--- src/rtl/vga_timing_pkg.sv ---
// vga_timing_pkg
//   Shared constants for the VGA timing generator: 640x480@60 timing
//   (horizontal in pixel slots, vertical in lines), bus widths, the region
//   codes used by the horizontal and vertical decoders, and the decode helper.
//   No ports.

package vga_timing_pkg;

  localparam int CLK_DIV_DEF  = 2;

  localparam int H_ACTIVE_DEF = 640;
  localparam int H_FP_DEF     = 16;
  localparam int H_SYNC_DEF   = 96;
  localparam int H_BP_DEF     = 48;

  localparam int V_ACTIVE_DEF = 480;
  localparam int V_FP_DEF     = 10;
  localparam int V_SYNC_DEF   = 2;
  localparam int V_BP_DEF     = 33;

  localparam int ADDR_W  = 20;
  localparam int COLOR_W = 3;

  // Region codes, shared by the horizontal and vertical decoders.
  localparam logic [1:0] RGN_ACTIVE = 2'd0;
  localparam logic [1:0] RGN_FRONT  = 2'd1;
  localparam logic [1:0] RGN_SYNC   = 2'd2;
  localparam logic [1:0] RGN_BACK   = 2'd3;

  // Region boundaries sit at act, act+fp and act+fp+sync; everything from
  // there up to the wrap is back porch.
  function automatic logic [1:0] region_of(input int cnt, input int act,
                                           input int fp, input int sync);
    if (cnt < act)                 return RGN_ACTIVE;
    else if (cnt < act + fp)       return RGN_FRONT;
    else if (cnt < act + fp + sync) return RGN_SYNC;
    else                           return RGN_BACK;
  endfunction

endpackage

--- src/rtl/pix_ce_gen.sv ---
// pix_ce_gen
//   Pixel-slot divider. A counter runs 0..CLK_DIV-1 and wraps; pix_ce is high
//   for the single sysclk in which the counter sits at CLK_DIV-1, so the
//   first pix_ce after reset release falls on the CLK_DIV-th edge.
// Ports
//   sysclk     in   system clock, rising edge
//   sys_rst_n  in   synchronous active-low reset
//   pix_ce     out  one-sysclk pixel enable

module pix_ce_gen #(
  parameter int CLK_DIV = 2
) (
  input  logic sysclk,
  input  logic sys_rst_n,
  output logic pix_ce
);

  localparam int DIV_W = (CLK_DIV > 1) ? $clog2(CLK_DIV) : 1;
  localparam logic [DIV_W-1:0] DIV_LAST = DIV_W'(CLK_DIV - 1);

  logic [DIV_W-1:0] div_cnt_q;
  logic [DIV_W-1:0] div_cnt_d;

  always_comb begin
    div_cnt_d = div_cnt_q + 1'b1;
    if (div_cnt_q == DIV_LAST) div_cnt_d = '0;
  end

  always_ff @(posedge sysclk) begin
    if (!sys_rst_n) div_cnt_q <= '0;
    else            div_cnt_q <= div_cnt_d;
  end

  assign pix_ce = (div_cnt_q == DIV_LAST);

endmodule

--- src/rtl/vga_timing_gen.sv ---
// vga_timing_gen
//   VGA raster timing. Horizontal/vertical slot counters advance on pix_ce,
//   a running linear address is offered to the downstream pixel source, and
//   the returned colour plus sync levels are registered one slot later so the
//   source has CLK_DIV sysclks of fetch time.
// Ports
//   sysclk         in   system clock, rising edge
//   sys_rst_n      in   synchronous active-low reset
//   display_color  in   colour for the current display_addr
//   display_addr   out  linear address of the pixel being fetched
//   vga_hsync      out  horizontal sync, active low
//   vga_vsync      out  vertical sync, active low
//   vga_rgb        out  pixel colour, 0 while blanked
//   frame_start    out  one-sysclk pulse as the raster wraps to (0,0)
//
// Region decode (h_cnt horizontally, v_cnt vertically)
//   region | meaning
//   ACTIVE | cnt < ACTIVE, visible pixels / lines
//   FRONT  | front porch
//   SYNC   | sync pulse, raw sync driven low
//   BACK   | back porch, ends at the wrap to 0

module vga_timing_gen
  import vga_timing_pkg::*;
#(
  parameter int CLK_DIV  = CLK_DIV_DEF,
  parameter int H_ACTIVE = H_ACTIVE_DEF,
  parameter int H_FP     = H_FP_DEF,
  parameter int H_SYNC   = H_SYNC_DEF,
  parameter int H_BP     = H_BP_DEF,
  parameter int V_ACTIVE = V_ACTIVE_DEF,
  parameter int V_FP     = V_FP_DEF,
  parameter int V_SYNC   = V_SYNC_DEF,
  parameter int V_BP     = V_BP_DEF
) (
  input  logic               sysclk,
  input  logic               sys_rst_n,
  input  logic [COLOR_W-1:0] display_color,
  output logic [ADDR_W-1:0]  display_addr,
  output logic               vga_hsync,
  output logic               vga_vsync,
  output logic [COLOR_W-1:0] vga_rgb,
  output logic               frame_start
);

  localparam int H_TOTAL = H_ACTIVE + H_FP + H_SYNC + H_BP;
  localparam int V_TOTAL = V_ACTIVE + V_FP + V_SYNC + V_BP;
  localparam int H_W     = $clog2(H_TOTAL);
  localparam int V_W     = $clog2(V_TOTAL);

  localparam logic [H_W-1:0]    H_LAST    = H_W'(H_TOTAL - 1);
  localparam logic [V_W-1:0]    V_LAST    = V_W'(V_TOTAL - 1);
  localparam logic [ADDR_W-1:0] ADDR_LAST = ADDR_W'(H_ACTIVE * V_ACTIVE - 1);

  logic pix_ce;

  pix_ce_gen #(
    .CLK_DIV (CLK_DIV)
  ) u_pix_ce_gen (
    .sysclk    (sysclk),
    .sys_rst_n (sys_rst_n),
    .pix_ce    (pix_ce)
  );

  logic [H_W-1:0]     h_cnt_q, h_cnt_d;
  logic [V_W-1:0]     v_cnt_q, v_cnt_d;
  logic [ADDR_W-1:0]  addr_q, addr_d;
  logic [COLOR_W-1:0] rgb_q, rgb_d;
  logic               hsync_q, hsync_d;
  logic               vsync_q, vsync_d;
  logic               frame_start_q, frame_start_d;

  logic [1:0] h_region;
  logic [1:0] v_region;
  logic       h_wrap;
  logic       v_wrap;
  logic       frame_wrap;
  logic       active;
  logic       hsync_raw;
  logic       vsync_raw;

  always_comb begin
    h_region   = region_of(int'(h_cnt_q), H_ACTIVE, H_FP, H_SYNC);
    v_region   = region_of(int'(v_cnt_q), V_ACTIVE, V_FP, V_SYNC);
    h_wrap     = (h_cnt_q == H_LAST);
    v_wrap     = (v_cnt_q == V_LAST);
    frame_wrap = h_wrap && v_wrap;
    active     = (h_region == RGN_ACTIVE) && (v_region == RGN_ACTIVE);
    hsync_raw  = (h_region != RGN_SYNC);
    vsync_raw  = (v_region != RGN_SYNC);
  end

  always_comb begin
    h_cnt_d       = h_cnt_q;
    v_cnt_d       = v_cnt_q;
    addr_d        = addr_q;
    rgb_d         = rgb_q;
    hsync_d       = hsync_q;
    vsync_d       = vsync_q;
    frame_start_d = 1'b0;

    if (pix_ce) begin
      h_cnt_d = h_wrap ? '0 : h_cnt_q + 1'b1;
      if (h_wrap) v_cnt_d = v_wrap ? '0 : v_cnt_q + 1'b1;

      // The final active pixel leaves the address parked at its last value
      // through vertical blanking; only the frame wrap returns it to 0.
      if (frame_wrap)                          addr_d = '0;
      else if (active && addr_q != ADDR_LAST)  addr_d = addr_q + 1'b1;

      // Colour, active and sync levels of the slot just ending move to the
      // pins together, one slot behind display_addr.
      rgb_d         = active ? display_color : '0;
      hsync_d       = hsync_raw;
      vsync_d       = vsync_raw;
      frame_start_d = frame_wrap;
    end
  end

  always_ff @(posedge sysclk) begin
    if (!sys_rst_n) begin
      h_cnt_q       <= '0;
      v_cnt_q       <= '0;
      addr_q        <= '0;
      rgb_q         <= '0;
      hsync_q       <= 1'b1;
      vsync_q       <= 1'b1;
      frame_start_q <= 1'b0;
    end else begin
      h_cnt_q       <= h_cnt_d;
      v_cnt_q       <= v_cnt_d;
      addr_q        <= addr_d;
      rgb_q         <= rgb_d;
      hsync_q       <= hsync_d;
      vsync_q       <= vsync_d;
      frame_start_q <= frame_start_d;
    end
  end

  assign display_addr = addr_q;
  assign vga_rgb      = rgb_q;
  assign vga_hsync    = hsync_q;
  assign vga_vsync    = vsync_q;
  assign frame_start  = frame_start_q;

endmodule

--- config.mk ---
export PLATFORM = sky130hd
export DESIGN_NAME = vga_timing_gen
export DESIGN_NICKNAME = d
export VERILOG_FILES = /design/src/rtl/vga_timing_pkg.sv /design/src/rtl/pix_ce_gen.sv /design/src/rtl/vga_timing_gen.sv
export SDC_FILE = /design/constraint.sdc
export NUM_CORES = 1
export LEC_CHECK = 0
export CAP_MARGIN = 0
export CORE_UTILIZATION = 49
export DETAILED_ROUTE_END_ITERATION = 10
export GPL_TIMING_DRIVEN = 1
export PLACE_DENSITY = 0.86
export SETUP_SLACK_MARGIN = 0.2
export SLEW_MARGIN = 20
export SYNTH_ARGS = -nofsm -noshare
export SYNTH_HDL_FRONTEND = slang
export SYNTH_SLANG_ARGS = --single-unit
--- constraint.sdc ---
create_clock -name sysclk -period 2.1 [get_ports sysclk]
set_clock_uncertainty 0.2 [all_clocks]
set_input_delay 0.42 -clock sysclk [delete_from_list [all_inputs] [get_ports sysclk]]
set_output_delay 0.42 -clock sysclk [all_outputs]
set_load 0.03 [all_outputs]
==> run summary <==
Run status: finished, violations left
Failing checks: DRC, setup timing
Final Core Density: 84.26%
Switch Pwr: 0.4434 mW
Global route total overflow: 0
Sw Ratio: 23.26%
Most frequent cells after synthesis: 47 x dfxtp_1, 34 x nand2_1, 22 x nor2_1
WP buf/inv: 1
Largest net degree at the start of global routing: 16
Vias: 2707
Ys Warns: 0
CTS buffer count: 5
Sink Count: 47
Final std cells w/o fill: 417
Comb pwr share: 9.6%
RSZ-0062 raised after global routing: yes
Cts hold-fix bufs: 0
Slew margin rel.: 66.20%
Core Area: 0.004444 mm2
Pwr dens: 509.1 mW/mm2
Sequential fraction of the synthesis area: 40.63%
Final GP Congestion: 0.8985
Reg clk slew, reported paths: 0.10 ns
CTS tree: yes
Fin area: 0.003745 mm2
DRT Pass-1 Iters: 8
Cell count of the worst reg-to-reg path: 7
Crit path to: display_addr[19]$_SDFFE_PN0P_
Port bufs: 30
Area of the multi-input gates: 0.001657 mm2
DRC: 2
Min Tclk post-route: 2.278 ns
Worst IR Drop VDD: 451.9 uV
Required @ worst endpoint: 2.15 ns
Largest stage delay on the critical path: 0.53 ns
CP Cell Sequence: inv_2, ha_4, nand4_1, or4_4, or3_4, a2111o_1, nand2_1
Count of pins over their slew limit: 0
Worst-Margin Slew: 0.5031 ns
Synth area leader: dfxtp_1
F_max: 439.0 MHz
Die height: 70.75 um
Crit path max fanout: 3
Num rows: 24
Vias in the first global route: 2655
H-tree depth: 2
CP Launch Type: flop
Hold Fails Final Rpt: 0
Synth top area share: 40.63%
Antenna-violating nets left: 0
Post-DR wirelength/cell: 21.60 um
Num ports: 31
Dpl ws: -0.1240 ns
Clk pwr share: 42.5%
Register bit total from synthesis: 47
Fillers: 219
Sequential Area: 963.4 um2
Synth Flop Type: dfxtp_1
Int Power: 1.463 mW
Root Driver: clkbuf_8
Layout area overhead: 61.70%
Initial antenna violation count: 0
Maximum clock path buffer count: 2
Syn Nets: 279
Crit. End Element: flop
Internal reg-to-reg setup slack: -0.18 ns
Largest cells by area after synthesis: dfxtp_1 41%, nand2_1 5.5%, mux2i_1 3.9%, nand4_1 3.8%, xor2_1 3.8%
Crit Reg-Reg Endpoint: display_addr[19]$_SDFFE_PN0P_
Max-cap violations: 0
Setup WS post-layout: -0.1781 ns
Share of cells above drive strength 1: 43.01%
Asr flop ratio synth: 0%
Hpwl dp: 4557 um
Mean post-synth cell area: 8.578 um2
Pwr Total: 1.906 mW
Static leakage: 1.540 nW
Full die area: 0.005006 mm2
Post-Syn Instances: 270
Routed vias/inst: 6.492
Critical path's slowest cell: or4_4
Cell variety after synth: 42
Global router's overall resource usage: 33.97%
WL final: 9008 um
DR iter-0 viols: 219
Worst path depth: 7
Reg2Reg Launch Point: v_cnt_q[1]$_SDFFE_PN0P_
Final period utilization: 108.5%
WHS: 0.2897 ns
Critical Setup Path Class: reg2reg
Placed cells: 387
First-pass GRT wire length: 13220 um
Post-synth EDFFs: 0
Nets@finish: 373
Post-Place Cell Area: 0.003047 mm2
Sequential power share: 47.9%
Syn Std Cell Area: 0.002316 mm2
Clk Latency, worst-skew pair: 0.31 ns
Setup-failing EPs final: 16
Final TNS setup: -1.407 ns
Critical path origin: v_cnt_q[1]$_SDFFE_PN0P_
Die width: 70.75 um
Starting density of the core: 52.11%
# diodes: 0
Hold Crit Class: reg2reg
CP delay by family, top: simple AND/OR/NAND/NOR gates
Crit path DAT: 2.33 ns
Count leader, synth: dfxtp_1
## worst min-delay path by stage
stage / cells past startpoint / endpoint / slack, ns / start
final: 1 / vga_rgb[1]$_SDFFE_PN0P_ / 0.29 / vga_rgb[1]$_SDFFE_PN0P_
after floorplan: 2 / v_cnt_q[1]$_SDFFE_PN0P_ / 0.26 / v_cnt_q[1]$_SDFFE_PN0P_
after detailed placement: 2 / vga_hsync$_SDFFE_PN1P_ / 0.25 / vga_hsync$_SDFFE_PN1P_
after CTS: 2 / vga_vsync$_SDFFE_PN1P_ / 0.26 / vga_vsync$_SDFFE_PN1P_
after global routing: 2 / vga_hsync$_SDFFE_PN1P_ / 0.30 / vga_hsync$_SDFFE_PN1P_
after global placement: 2 / vga_vsync$_SDFFE_PN1P_ / 0.24 / vga_vsync$_SDFFE_PN1P_
## final cells by class
type                            instances  area share (%)
Multi-Input combinational cell        205           44.24
Sequential cell                        47           25.73
Timing Repair Buffer                   96           23.76
Clock buffer                            5           1.838
Clock inverter                          3           1.804
Tap cell                               52           1.737
Inverter                                9          0.9021
## state kept, by name, indices dropped and copies added (netlist names)
name	count
display_addr	20
vga_hsync	1
frame_start	1
v_cnt_q	10
u_pix_ce_gen.pix_ce	1
vga_vsync	1
h_cnt_q	10
vga_rgb	3
## power groups by stage
stage,logic (mW),registers [mW],clock network (mW)
finish,0.183,0.913,0.810
global route,0.191,0.915,0.846
CTS,0.161,0.912,0.798
detailed placement,0.118,0.932,0
global placement,0.116,0.932,0
floorplan,0.0527,0.941,0
## placed cells by master, fill, tap and decap left out, drive strengths merged, types with 2 or more instances in the layout
| cell type | count |
|---|---|
| nand3 | 14 |
| dfxtp | 47 |
| clkdlybuf4s50 | 4 |
| and3 | 3 |
| a21oi | 14 |
| o2111ai | 6 |
| mux2i | 9 |
| nor2 | 22 |
| ha | 4 |
| or2 | 2 |
| a21o | 2 |
| and2 | 2 |
| xor2 | 10 |
| inv | 8 |
| dlygate4sd2 | 26 |
| xnor2 | 7 |
| nand4 | 14 |
| a2111o | 7 |
| a211oi | 2 |
| o31ai | 2 |
| or4b | 2 |
| clkbuf | 6 |
| nor3 | 7 |
| bufinv | 2 |
| a22o | 3 |
| and4 | 2 |
| nor4 | 6 |
| or4 | 3 |
| a211o | 2 |
| nand2b | 8 |
| buf | 65 |
| nand2 | 34 |
| or3 | 3 |
| o21ai | 8 |
## kinds of logic (layout without fill, tap and decap cells)
| kind of cell | Yosys count | count (layout) | synth area share (%) |
|---|---|---|---|
| buf+inv | 19 | 113 | 3.241 |
| simple gates | 129 | 129 | 29.55 |
| compound gates | 45 | 46 | 14.10 |
| flops | 47 | 47 | 40.63 |
| xor+xnor | 17 | 17 | 6.429 |
| fa+ha+maj | 4 | 4 | 2.161 |
| mux | 9 | 9 | 3.890 |
## worst register-to-register path, delay by kind of cell (launching register included)
family / cells / cell delay, ns
fa+ha+maj: 1 / 0.13
compound gates: 1 / 0.39
buf+inv: 1 / 0.08
simple gates: 4 / 1.10
flops: 1 / 0.34
## layer usage
metal	wire length [um]	part of all wire (%)	vias to the layer above	GRT usage, %
met3	731	8.1	55	7.407
li1	-	-	1183	-
met5	0	0	-	0
met1	3507	39	1274	41.62
met2	4296	48	195	55.88
met4	472	5.2	0	18.22
## timing repair
action                     in CTS  in global routing
buffers inserted               11                  7
setup endpoints to repair      55                 30
gates cloned                    4                  0
pin swaps                      29                 15
gates resized for setup        96                 30
Power figures use the tool's default switching activity.
